$ cat config.mk
export PLATFORM = sky130hd
export DESIGN_NAME = multicycle_ctrl
export DESIGN_NICKNAME = d
export VERILOG_FILES = /design/src/rtl/multicycle_ctrl_pkg.sv /design/src/rtl/multicycle_ctrl_decoder.sv /design/src/rtl/multicycle_ctrl.sv
export SDC_FILE = /design/constraint.sdc
export NUM_CORES = 1
export LEC_CHECK = 0
export ABC_AREA = 0
export BUFFER_PORTS_ARGS = -buffer_cell sky130_fd_sc_hd__buf_2
export CORE_UTILIZATION = 51
export CTS_CLUSTER_SIZE = 24
export DETAILED_ROUTE_END_ITERATION = 16
export GPL_TIMING_DRIVEN = 0
export PLACE_DENSITY = 0.91
export SYNTH_ARGS = -nofsm -noshare
export SYNTH_HDL_FRONTEND = slang
export SYNTH_SLANG_ARGS = --single-unit
$ cat constraint.sdc
create_clock -name clk -period 5.3 [get_ports clk]
set_input_delay 1.06 -clock clk [delete_from_list [all_inputs] [get_ports clk]]
set_output_delay 1.06 -clock clk [all_outputs]
set_load 0.01 [all_outputs]
$ cat src/rtl/multicycle_ctrl_pkg.sv
// Shared definitions for the multi-cycle MIPS controller and its datapath:
// opcode/funct constants, FSM state codes, datapath select encodings, the
// decoded instruction class and the control-strobe bundle.
package multicycle_ctrl_pkg;

    localparam int unsigned INSTR_W = 32;
    localparam int unsigned STATE_W = 3;
    localparam int unsigned OP_W    = 6;
    localparam int unsigned SEL_W   = 2;

    // Primary opcodes (instr[31:26])
    localparam logic [OP_W-1:0] OP_RTYPE = 6'b000000;
    localparam logic [OP_W-1:0] OP_ORI   = 6'b001101;
    localparam logic [OP_W-1:0] OP_LW    = 6'b100011;
    localparam logic [OP_W-1:0] OP_SW    = 6'b101011;
    localparam logic [OP_W-1:0] OP_BEQ   = 6'b000100;
    localparam logic [OP_W-1:0] OP_LUI   = 6'b001111;
    localparam logic [OP_W-1:0] OP_JAL   = 6'b000011;

    // R-type function codes (instr[5:0])
    localparam logic [OP_W-1:0] FN_ADDU = 6'b100001;
    localparam logic [OP_W-1:0] FN_SUBU = 6'b100011;
    localparam logic [OP_W-1:0] FN_JR   = 6'b001000;

    typedef enum logic [STATE_W-1:0] {
        ST_FETCH  = 3'd0,
        ST_DECODE = 3'd1,
        ST_EXEC   = 3'd2,
        ST_MEM    = 3'd3,
        ST_WB     = 3'd4
    } state_t;

    // NPC source
    localparam logic [SEL_W-1:0] NPC_PC4 = 2'b00;
    localparam logic [SEL_W-1:0] NPC_BEQ = 2'b01;
    localparam logic [SEL_W-1:0] NPC_JAL = 2'b10;
    localparam logic [SEL_W-1:0] NPC_JR  = 2'b11;

    // ALU operation
    localparam logic [SEL_W-1:0] ALU_ADD = 2'b00;
    localparam logic [SEL_W-1:0] ALU_SUB = 2'b01;
    localparam logic [SEL_W-1:0] ALU_OR  = 2'b10;

    // Immediate extension
    localparam logic [SEL_W-1:0] EXT_ZERO = 2'b00;
    localparam logic [SEL_W-1:0] EXT_SIGN = 2'b01;
    localparam logic [SEL_W-1:0] EXT_HIGH = 2'b10;

    // MUX1: GRF write address
    localparam logic [SEL_W-1:0] WA_RT = 2'b00;
    localparam logic [SEL_W-1:0] WA_RD = 2'b01;
    localparam logic [SEL_W-1:0] WA_RA = 2'b10;

    // MUX2: ALU second operand
    localparam logic B_RT  = 1'b0;
    localparam logic B_IMM = 1'b1;

    // MUX3: GRF write data
    localparam logic [SEL_W-1:0] WD_ALU = 2'b00;
    localparam logic [SEL_W-1:0] WD_DM  = 2'b01;
    localparam logic [SEL_W-1:0] WD_PC4 = 2'b10;

    // One-hot instruction class; nop covers every undecoded word
    typedef struct packed {
        logic addu;
        logic subu;
        logic jr;
        logic ori;
        logic lw;
        logic sw;
        logic beq;
        logic lui;
        logic jal;
        logic nop;
    } instr_cls_t;

    // Datapath control strobes for one cycle
    typedef struct packed {
        logic             irwe;
        logic             pcwe;
        logic [SEL_W-1:0] npc_op;
        logic [SEL_W-1:0] mux1;
        logic             mux2;
        logic [SEL_W-1:0] mux3;
        logic [SEL_W-1:0] alu_op;
        logic [SEL_W-1:0] ext_op;
        logic             grfwe;
        logic             dmwe;
        logic             dmre;
    } ctrl_t;

    function automatic logic [OP_W-1:0] instr_op(input logic [INSTR_W-1:0] i);
        return i[31:26];
    endfunction

    function automatic logic [OP_W-1:0] instr_fn(input logic [INSTR_W-1:0] i);
        return i[5:0];
    endfunction

endpackage

$ cat src/rtl/multicycle_ctrl_decoder.sv
// Combinational instruction decoder: maps the latched IR word to a one-hot
// instruction class. Only opcode and funct fields participate.
//   instr  in  32  IR contents
//   cls    out     one-hot class (exactly one bit set)
module multicycle_ctrl_decoder
    import multicycle_ctrl_pkg::*;
(
    input  logic [INSTR_W-1:0] instr,
    output instr_cls_t         cls
);

    logic [OP_W-1:0] op;
    logic [OP_W-1:0] fn;
    logic            unused_fields;

    assign op = instr_op(instr);
    assign fn = instr_fn(instr);
    // Register/immediate fields are consumed by the datapath, not the decoder
    assign unused_fields = ^instr[25:6];

    always_comb begin
        cls = '0;
        case (op)
            OP_RTYPE: begin
                case (fn)
                    FN_ADDU: cls.addu = 1'b1;
                    FN_SUBU: cls.subu = 1'b1;
                    FN_JR:   cls.jr   = 1'b1;
                    default: ;
                endcase
            end
            OP_ORI:  cls.ori = 1'b1;
            OP_LW:   cls.lw  = 1'b1;
            OP_SW:   cls.sw  = 1'b1;
            OP_BEQ:  cls.beq = 1'b1;
            OP_LUI:  cls.lui = 1'b1;
            OP_JAL:  cls.jal = 1'b1;
            default: ;
        endcase
        // Anything not recognised above (including 0x00000000) is a NOP
        cls.nop = ~(cls.addu | cls.subu | cls.jr | cls.ori | cls.lw |
                    cls.sw | cls.beq | cls.lui | cls.jal);
    end

endmodule

$ cat src/rtl/multicycle_ctrl.sv
// Multi-cycle control FSM for the MIPS datapath. Sequences
// FETCH/DECODE/EXEC/MEM/WB one phase per clock, drives datapath strobes
// combinationally from (state, instruction class), waits on DM ready and
// counts retired instructions.
//   clk, reset          clock; synchronous active-high reset
//   instr, zero         IR contents; ALU equality flag
//   dm_ready            DM access complete this cycle
//   IRWE, PCWE, NPCOp   IR load, PC write, next-PC source
//   MUX1, MUX2, MUX3    GRF write addr, ALU operand B, GRF write data
//   ALUOp, EXTOp        ALU function, immediate extension
//   GRFWE, DMWE, DMRE   register write, DM write, DM read
//   state               current FSM state code
//   retired             instructions completed since reset
module multicycle_ctrl
    import multicycle_ctrl_pkg::*;
#(
    parameter int unsigned CNT_W = 32
) (
    input  logic                clk,
    input  logic                reset,
    input  logic [INSTR_W-1:0]  instr,
    input  logic                zero,
    input  logic                dm_ready,
    output logic                IRWE,
    output logic                PCWE,
    output logic [SEL_W-1:0]    NPCOp,
    output logic [SEL_W-1:0]    MUX1,
    output logic                MUX2,
    output logic [SEL_W-1:0]    MUX3,
    output logic [SEL_W-1:0]    ALUOp,
    output logic [SEL_W-1:0]    EXTOp,
    output logic                GRFWE,
    output logic                DMWE,
    output logic                DMRE,
    output logic [STATE_W-1:0]  state,
    output logic [CNT_W-1:0]    retired
);

    state_t           state_q;
    state_t           state_d;
    logic [CNT_W-1:0] retired_q;
    instr_cls_t       cls;
    ctrl_t            ctl;
    logic             retire;
    logic             unused_zero;

    // zero only steers the NPC mux in the datapath; beq always writes PC
    assign unused_zero = zero;

    multicycle_ctrl_decoder u_decoder (
        .instr (instr),
        .cls   (cls)
    );

    // State and retired-count registers
    always_ff @(posedge clk) begin
        if (reset) begin
            state_q   <= ST_FETCH;
            retired_q <= '0;
        end else begin
            state_q <= state_d;
            if (retire) begin
                retired_q <= retired_q + CNT_W'(1);
            end
        end
    end

    // Next-state and control strobes; everything held low during reset
    always_comb begin
        ctl     = '0;
        state_d = ST_FETCH;
        retire  = 1'b0;
        if (!reset) begin
            case (state_q)
                ST_FETCH: begin
                    ctl.irwe = 1'b1;
                    state_d  = ST_DECODE;
                end

                ST_DECODE: begin
                    if (cls.jal) begin
                        state_d = ST_WB;
                    end else if (cls.nop) begin
                        ctl.pcwe   = 1'b1;
                        ctl.npc_op = NPC_PC4;
                        retire     = 1'b1;
                        state_d    = ST_FETCH;
                    end else begin
                        state_d = ST_EXEC;
                    end
                end

                ST_EXEC: begin
                    if (cls.addu || cls.subu) begin
                        ctl.alu_op = cls.subu ? ALU_SUB : ALU_ADD;
                        ctl.mux2   = B_RT;
                        state_d    = ST_WB;
                    end else if (cls.ori || cls.lui) begin
                        ctl.alu_op = ALU_OR;
                        ctl.ext_op = cls.lui ? EXT_HIGH : EXT_ZERO;
                        ctl.mux2   = B_IMM;
                        state_d    = ST_WB;
                    end else if (cls.lw || cls.sw) begin
                        ctl.alu_op = ALU_ADD;
                        ctl.ext_op = EXT_SIGN;
                        ctl.mux2   = B_IMM;
                        state_d    = ST_MEM;
                    end else if (cls.beq) begin
                        // NPC resolves the zero test; PC is written either way
                        ctl.alu_op = ALU_SUB;
                        ctl.mux2   = B_RT;
                        ctl.pcwe   = 1'b1;
                        ctl.npc_op = NPC_BEQ;
                        retire     = 1'b1;
                        state_d    = ST_FETCH;
                    end else if (cls.jr) begin
                        ctl.pcwe   = 1'b1;
                        ctl.npc_op = NPC_JR;
                        retire     = 1'b1;
                        state_d    = ST_FETCH;
                    end
                end

                ST_MEM: begin
                    // Address path held for the whole access; strobes idempotent
                    ctl.alu_op = ALU_ADD;
                    ctl.ext_op = EXT_SIGN;
                    ctl.mux2   = B_IMM;
                    ctl.dmre   = cls.lw;
                    ctl.dmwe   = cls.sw;
                    if (!dm_ready) begin
                        state_d = ST_MEM;
                    end else if (cls.lw) begin
                        state_d = ST_WB;
                    end else begin
                        ctl.pcwe   = 1'b1;
                        ctl.npc_op = NPC_PC4;
                        retire     = 1'b1;
                        state_d    = ST_FETCH;
                    end
                end

                ST_WB: begin
                    ctl.grfwe = 1'b1;
                    ctl.pcwe  = 1'b1;
                    retire    = 1'b1;
                    state_d   = ST_FETCH;
                    if (cls.addu || cls.subu) begin
                        ctl.mux1 = WA_RD;
                        ctl.mux3 = WD_ALU;
                    end else if (cls.lw) begin
                        ctl.mux1 = WA_RT;
                        ctl.mux3 = WD_DM;
                    end else if (cls.jal) begin
                        ctl.mux1   = WA_RA;
                        ctl.mux3   = WD_PC4;
                        ctl.npc_op = NPC_JAL;
                    end else begin
                        ctl.mux1 = WA_RT;
                        ctl.mux3 = WD_ALU;
                    end
                end

                default: state_d = ST_FETCH;
            endcase
        end
    end

    assign IRWE    = ctl.irwe;
    assign PCWE    = ctl.pcwe;
    assign NPCOp   = ctl.npc_op;
    assign MUX1    = ctl.mux1;
    assign MUX2    = ctl.mux2;
    assign MUX3    = ctl.mux3;
    assign ALUOp   = ctl.alu_op;
    assign EXTOp   = ctl.ext_op;
    assign GRFWE   = ctl.grfwe;
    assign DMWE    = ctl.dmwe;
    assign DMRE    = ctl.dmre;
    assign state   = state_q;
    assign retired = retired_q;

endmodule

Word level (Yosys, flattened, before mapping)
Cells that the tools add are included.
Widths: inputs -> output; s select.
- flip-flop bits (word level): 35
- word-level logic and storage cells: 93
- bits of input ports: 36
- output and inout bits: 51
- bitwise gates (word level): 8
- muxes and demuxes: 64
- eq/ne operators: 13
- reduce and logical (&&, ||, !) cells: 5
- $add $sub $neg: 1
- operator list (kind ; number):
    $mux 3 ; 15
    $add 32x1->32 const B ; 1
    $mux 1 ; 28
    $mux 2 ; 14
    $eq 6x6->1 const B ; 4
    $pmux 3 s4 ; 2
    $eq 6x4->1 const B ; 3
    $mux 16 ; 1
    $or 1x1->1 ; 8
    $pmux 4 s2 ; 1
    $eq 3x2->1 const B ; 2
    $eq 6x2->1 const B ; 1
    $eq 6x3->1 const B ; 1
    $logic_not 6->1 ; 1
    $mux 4 ; 1
    $pmux 1 s4 ; 1
    $eq 3x1->1 const B ; 1
    $eq 3x3->1 const B ; 1
    $logic_not 3->1 ; 1
    $logic_or 1x1->1 ; 3
    $pmux 1 s2 ; 1

Logic depth before layout (Yosys ltp)
Gate-level depths: netlist of run 1.
- depth after elaboration: 15
- gate-level depth with buffers: 9
- depth with buffers taken out: 6

By module
A second synthesis of run 1 with hierarchy kept.
- cell total of the unflattened synthesis: 276
- area total of the unflattened synthesis: 2148.3 um^2
- modules (own cells, without submodules) (module ; times used ; area each (um^2) ; cells each):
    multicycle_ctrl ; 1 ; 1993.2 ; 248
    multicycle_ctrl_decoder ; 1 ; 155.1 ; 28

Worst setup path after synthesis of run 1
No wires, ideal clock.
- kind: in2out
- from: input instr[26]
- to: output PCWE
- arrival time: 2594 ps
- path slack: 1646 ps
- stages on the path: 5
- cell sequence: or4_1 -> or3_4 -> o211ai_4 -> or2_2 -> buf_2
- word-level cells in the longest chain between the ends: 14
- elaborated cells on any way between the ends: 36
- classes of those cells: eq/ne (6); mux (18); bitwise (8); reduce/logical (4)
- RTL lines (element ; RTL line ; source):
    from (decl) ; multicycle_ctrl.sv:21 ; input logic [INSTR_W-1:0] instr,
    $logic_not 6->1 ; multicycle_ctrl_decoder.sv:23 ; case (op)
    $mux 3 ; multicycle_ctrl_decoder.sv:23 ;
    $or 1x1->1 (5 in a row) ; multicycle_ctrl_decoder.sv:41 ; cls.nop = ~(cls.addu | cls.subu | cls.jr | cls.ori | cls.lw |
    $or 1x1->1 (3 in a row) ; multicycle_ctrl_decoder.sv:42 ; cls.sw | cls.beq | cls.lui | cls.jal);
    $mux 3 ; multicycle_ctrl.sv:83 ; end else if (cls.nop) begin
    $mux 3 ; multicycle_ctrl.sv:81 ; if (cls.jal) begin
    $pmux 3 s4 (*) ; multicycle_ctrl.sv:74 ; case (state_q)
    $mux 16 (*) ; multicycle_ctrl.sv:73 ; if (!reset) begin
    to (decl) ; multicycle_ctrl.sv:25 ; output logic PCWE,
Every way passes the cells marked *; elsewhere a longest branch is shown, timed or not.

Worst setup path in the final report of run 1
Same ends and word-level chain as after synthesis.

==> reports/results.txt, run 1 <==
Worst reg2reg endpoint = retired[27]
Final wirelength = 5350 um
Syn nets = 290
Post-CTS Setup Repair Bufs = 0
Worst slew pin tran = 0.618 ns
Endpoint type of the worst setup path = primary output
I/O pin count = 87
Full die area = 4210 um^2
Vias per cell = 5.91
CTS tree = yes
Crit path from = instr[26]
Status = completed
Post-synth EDFFs = 0
Startpoint types = primary input
Deepest clock path buffer count = 2
Synth cell types = 48
CTS Hold Bufs = 0
Skew-Pair Late Insertion Delay = 0.30 ns
R2R depth = 9
Worst setup endpoint = PCWE
Yosys warning count = 0
Post-DP HPWL = 3950 um
Combinational Power Share = 8.4%
Initial antenna violation count = 0
Setup tns final = 0 ns
Max layer used = met4
Post-Place Cells = 365
Number of hold violations in the final report = 0
Total GRT Usage = 27.1%
Most frequent cells in the layout = 67 x buf_2, 35 x dfxtp_1, 24 x nor2_1, 24 x a21oi_1
DR DRC count = 0
FF-to-FF setup slack = 2.51 ns
Seq pwr share = 53.5%
Relative slew slack = 58.5%
Net Sw Power = 126 uW
Total grt overflow = 0
Row count = 22
DR WL/cell = 14.3 um
Root Buffer Master = clkbuf_8
WL met3 = 287 um
Clock network fraction of total power = 38.1%
Post-route insts no fill = 373
Clock sink count = 35
Mean post-synth cell area = 7.97 um^2
Post-Syn Area = 2020 um^2
DR iter-0 viols = 171
Min-delay worst type = reg -> reg
Async SR Flop Fraction = 0%
Crit path kind = in -> out
Initial Utilization = 54.2%
Core box area = 3720 um^2
Largest net degree at the start of global routing = 12
WL met1 = 2320 um
Antenna Cells = 0
Worst-path clk slew = 0.07 ns
Sequential-to-total area share from yosys stat = 34.8%
Pleak = 0.00102 uW
IO Port Bufs = 64
Met2 WL = 2640 um
Finish-stage setup viols = 0
Worst-path fanout max = 9
Remaining antenna violation count after routing = 0
FF-to-FF Start = state[1]
Die X = 64.9 um
NumNets Final = 361
# H-tree levels = 2
Area grow syn2layout = 23.1%
Slew Limit Fails = 0
Resize count post-CTS = 0
Post-synthesis cell count = 253
Share of cells above drive strength 1 = 27.7%
Sw Share = 25.2%
CTS Buf Count = 5
Register bit count reported by yosys = 35
GPL Wtd Cong = 0.885
Most common flop cell mapped by yosys = dfxtp_1
Leading cell type in the layout, fill and taps excluded = buf_2
Die height = 64.9 um
RSZ-0062 raised after global routing = false
Worst clock skew = 0.0147 ns
Ratio of final minimum period to clock period = 76.5%
Vias = 2204
Pint = 374 uW
First-pass GRT wire length = 8780 um
Required time worst endpoint = 4.24 ns
Vias in the first global route = 1913
Max VDD drop = 0.000155 V
Max-cap viol count = 0
Pwr/cell area = 201 nW/um^2
Drt first pass iters = 4
Period minus WS final = 4.05 ns
Fmax = 247 MHz
Worst Path Arrival = 2.99 ns
==> critical path, stage by stage <==
cell and delay (ns):
buf_2 0.11, or4_1 0.57, or3_4 0.43, o211ai_4 0.34, or2_2 0.17, buf_2 0.16, buf_2 0.15
==> logic make-up after synthesis <==
group,share of synthesized area (%)
adders and majority gates,0.621
DFF,34.8
and+or+nand+nor,34.1
AOI/OAI and AO/OA,21.4
xor gates and xnor gates,2.61
muxes,1.68
buffers and inverters,4.84
==> final cells by class <==
| cell class | count | area [um^2] |
|---|---|---|
| clock inverter | 2 | 12.5 |
| multi-input combinational | 198 | 1220 |
| tap | 48 | 60.1 |
| clock buffer | 6 | 72.6 |
| inverter | 7 | 26.3 |
| buffer | 13 | 71.3 |
| sequential | 35 | 701 |
| fill | 326 | 1230 |
| timing repair buffer | 64 | 320 |
==> cell usage after synthesis, drive strengths merged, types with 4 or more instances <==
library cell / instances / share of area (%)
o211ai: 5 / 3.0
nor2b: 6 / 1.9
a21oi: 24 / 6.0
o21ai: 20 / 5.0
o31ai: 7 / 2.6
or3: 17 / 5.5
and3: 4 / 1.2
xor2: 5 / 2.2
nand2b: 4 / 1.2
nand4: 7 / 2.2
nor3: 4 / 0.99
inv: 7 / 1.3
nand3: 6 / 1.5
dfxtp: 35 / 35
nand2: 20 / 3.7
or4: 7 / 2.6
nor2: 24 / 4.5
buf: 6 / 2.2
clkbuf: 7 / 1.3
==> worst min path at each step <==
stage	cells after the start	slack [ns]	end	from
after floorplan	2	0.50	retired[31]	retired[31]
after global placement	2	0.47	retired[31]	retired[31]
after detailed placement	2	0.48	retired[31]	retired[31]
after CTS	2	0.49	retired[31]	retired[31]
after global routing	2	0.53	retired[31]	retired[31]
final	2	0.50	retired[31]	retired[31]
==> sequential cells by signal (all words and copies together) (netlist names) <==
register  cells
retired      32
state         3
==> through the flow <==
step | instance area (um^2) | setup WS, ns | hold slack, ns | utilization, % | total power (uW)
after floorplan | 2020 | 1.65 | 0.497 | - | 297
after global placement | 2400 | 1.29 | 0.472 | 64.5 | 313
after detailed placement | 2400 | 1.26 | 0.482 | 64.5 | 314
after CTS | 2480 | 1.26 | 0.493 | 66.8 | 502
after global routing | 2480 | 1.12 | 0.531 | 66.8 | 519
final | 2480 | 1.25 | 0.504 | 66.8 | 499
==> metal layers <==
| metal | track usage (%) | vias to the layer above |
|---|---|---|
| met4 | 11.9 | 0 |
| li1 | - | 1086 |
| met2 | 44.1 | 75 |
| met5 | 0 | - |
| met3 | 5.99 | 10 |
| met1 | 33.9 | 1033 |
==> power groups by stage <==
stage	Sequential, uW	Clock [uW]	Combinational [uW]
floorplan	274	0	23.3
global placement	273	0	39.8
detailed placement	273	0	41.2
CTS	267	193	41.4
global route	267	206	46.0
finish	267	190	41.8
Power figures use the tool's default switching activity.
==> run 2, diff against run 1 <==
- ABC_AREA: 0 -> 1
- CORE_UTILIZATION: 51 -> 46
- PLACE_DENSITY: 0.91 -> 0.83
- clock period: 5.3 -> 3.6 ns (I/O delays scaled with it)
==> run 2 against run 1 <==
Clock-buffer cell count up 2. Flip-flop and latch count is the same. Routed wire length grew 31%. Cell count grew 50%. Non-clock buffer count increased by 3. Area after synthesis rose by 28%. Die area increased by 41%. Via count rose by 31%. Sequential power up 48%. Critical path type unchanged. Largest power group unchanged. Highest routed layer unchanged.
==> reports/results.txt, run 2 <==
Yosys warning count = 0 (unchanged)
Status = completed
NumNets Final = 526 (+46%)
Min-delay worst type = reg -> reg
Row count = 26 (+18%)
Post-synthesis cell count = 418 (+65%)
Ratio of final minimum period to clock period = 79.5%
Share of cells above drive strength 1 = 23.1% (-4.6 points)
Area grow syn2layout = 19.7%
Final wirelength = 7000 um (+31%)
Pint = 596 uW (+59%)
Core box area = 5270 um^2 (+42%)
Largest net degree at the start of global routing = 11 (-1)
Initial antenna violation count = 0 (unchanged)
Net Sw Power = 211 uW (+68%)
Worst-path fanout max = 10 (+1)
Mean post-synth cell area = 6.18 um^2 (-22%)
RSZ-0062 raised after global routing = false
Vias in the first global route = 2642 (+38%)
Most frequent cells in the layout = 118 x nand2_1, 68 x nor2_1, 65 x buf_2
Post-CTS Setup Repair Bufs = 0 (unchanged)
Async SR Flop Fraction = 0% (unchanged)
Most common flop cell mapped by yosys = dfxtp_1
GPL Wtd Cong = 0.939 (+6.1%)
Synth cell types = 30 (-38%)
Crit path kind = in -> out
Post-DP HPWL = 5630 um (+42%)
Synth cell count leaders = 118 x nand2_1, 68 x nor2_1, 40 x nand3_1
DR iter-0 viols = 211 (+23%)
Top post-synthesis cells by area = dfxtp_1 27%, nand2_1 17%, nor2_1 9.9%, nand3_1 7.7%, a21oi_2 5.4%
Endpoint type of the worst setup path = primary output
Setup tns final = 0 ns (unchanged)
Combinational Power Share = 11.3% (+2.9 points)
Max-cap viol count = 0 (unchanged)
First-pass GRT wire length = 11600 um (+32%)
Worst-path clk slew = 0.07 ns (about the same)
Startpoint types = primary input
Most used cell along the critical path = clkbuf_1
DR WL/cell = 12.5 um (-13%)
Clock network fraction of total power = 39.6% (+1.5 points)
Drt first pass iters = 4 (unchanged)
Fin util = 58.7% (-8.1 points)
Worst clock skew = 0.00316 ns (-0.0115 ns)
Critical Path, Cell by Cell = clkbuf_1 > clkinv_1 > clkbuf_1 > o21ai_0 > a21oi_1 > buf_2
Fmax = 349 MHz
Buf/Inv on CP = 4 (+1)
Remaining antenna violation count after routing = 0 (unchanged)
CTS Hold Bufs = 0 (unchanged)
Period minus WS final = 2.86 ns
Vias = 2885 (+31%)
Worst Path Arrival = 2.14 ns (-0.85 ns)
Die X = 76.9 um (+19%)
Relative slew slack = 54.5% (-3.9 points)
Top-area cell type share of the netlist area = 27.1% (-7.6 points)
DR DRC count = 0 (unchanged)
Largest delay share family, worst path = buffers and inverters
Number of hold violations in the final report = 0 (unchanged)
Number of flip-flops in the largest register = 32 (unchanged)
Full die area = 5920 um^2 (+41%)
Die height = 76.9 um (+19%)
Skew-Pair Late Insertion Delay = 0.28 ns (-0.02 ns)
Total grt overflow = 0 (unchanged)
CTS tree = yes
Sequential-to-total area share from yosys stat = 27.1% (-7.6 points)
CTS Buf Count = 5 (unchanged)
Sw Share = 26.2% (+1.0 points)
Slew Limit Fails = 0 (unchanged)
Pwr/cell area = 261 nW/um^2 (+30%)
Root Buffer Master = clkbuf_8
Seq pwr share = 49.1% (-4.4 points)
# H-tree levels = 2 (unchanged)
Required time worst endpoint = 2.88 ns (-1.36 ns)
Total GRT Usage = 24.1% (-2.9 points)
Deepest clock path buffer count = 2 (unchanged)
Clock sink count = 35 (unchanged)
Worst slew pin tran = 0.682 ns (+0.0644 ns)
Crit-path slowest cell = clkinv_1
Pleak = 0.00128 uW (+25%)
Leading area contributor after synthesis = dfxtp_1
Resize count post-CTS = 0 (unchanged)
Vias per cell = 5.15 (-13%)
Antenna Cells = 0 (unchanged)
Max VDD drop = 0.000140 V (-9.7%)
Syn nets = 455 (+57%)
Initial Utilization = 49.0% (-5.2 points)
Post-synth EDFFs = 0 (unchanged)
Largest stage delay on the critical path = 0.41 ns (-0.16 ns)
Finish-stage setup viols = 0 (unchanged)
I/O pin count = 87 (unchanged)
Post-Syn Area = 2580 um^2 (+28%)
IO Port Bufs = 64 (unchanged)
Top-count cell post-synth = nand2_1
Register bit count reported by yosys = 35 (unchanged)
Leading cell type in the layout, fill and taps excluded = nand2_1
==> run 2: worst min-delay path: stages, from the launching register on <==
cell	delay, ns
dfxtp_1	0.34
nand2_2	0.08
a21oi_2	0.04
==> run 2: routing by layer <==
layer	vias to the layer above	GRT usage (%)	wire [um]
met2	100	42.9	3350
met5	-	0	0
met1	1290	29.5	3120
met4	0	7.12	138
li1	1479	-	-
met3	16	4.05	378
==> run 2: worst paths after layout <==
kind	slack, ns	to	cells after the start	startpoint
worst min-delay path	0.50	retired[31]	2	retired[31]
worst min register to register	0.50	retired[31]	2	retired[31]
worst max-delay path	0.74	NPCOp[1]	6	reset
worst max register to register	1.63	retired[28]	9	retired[0]
==> run 2: area by class of cell <==
| cell class | instances | area [um^2] |
|---|---|---|
| Buffer | 16 | 103 |
| Clock buffer | 8 | 100 |
| Inverter | 34 | 128 |
| Tap cell | 70 | 87.6 |
| Sequential cell | 35 | 701 |
| Timing Repair Buffer | 64 | 320 |
| Fill cell | 545 | 2180 |
| Multi-Input combinational cell | 333 | 1650 |
==> run 2: metrics by stage <==
step                      area (um^2)  instances  total power [uW]  worst slack, ns  hold WS [ns]
after floorplan                  2580        418               467             1.21         0.506
after global placement           2990        552               495            0.801         0.478
after detailed placement         2990        552               497            0.759         0.494
after CTS                        3090        560               810            0.755         0.506
after global routing             3090        560               840            0.547         0.521
final                            3090        560               807            0.738         0.497
==> run 2: power groups by stage <==
stage / logic (uW) / clock network (uW) / registers [uW]
CTS: 91.9 / 321 / 396
finish: 91.5 / 319 / 396
global route: 101 / 342 / 397
floorplan: 60.9 / 0 / 406
global placement: 89.8 / 0 / 405
detailed placement: 91.6 / 0 / 405
==> run 2: logic make-up after synthesis <==
logic type	count (synthesis)	synth area share, %
compound gates	41	10.4
xor+xnor	24	8.14
fa+ha+maj	1	0.484
buf+inv	50	8.91
flops	35	27.1
simple gates	267	45.0
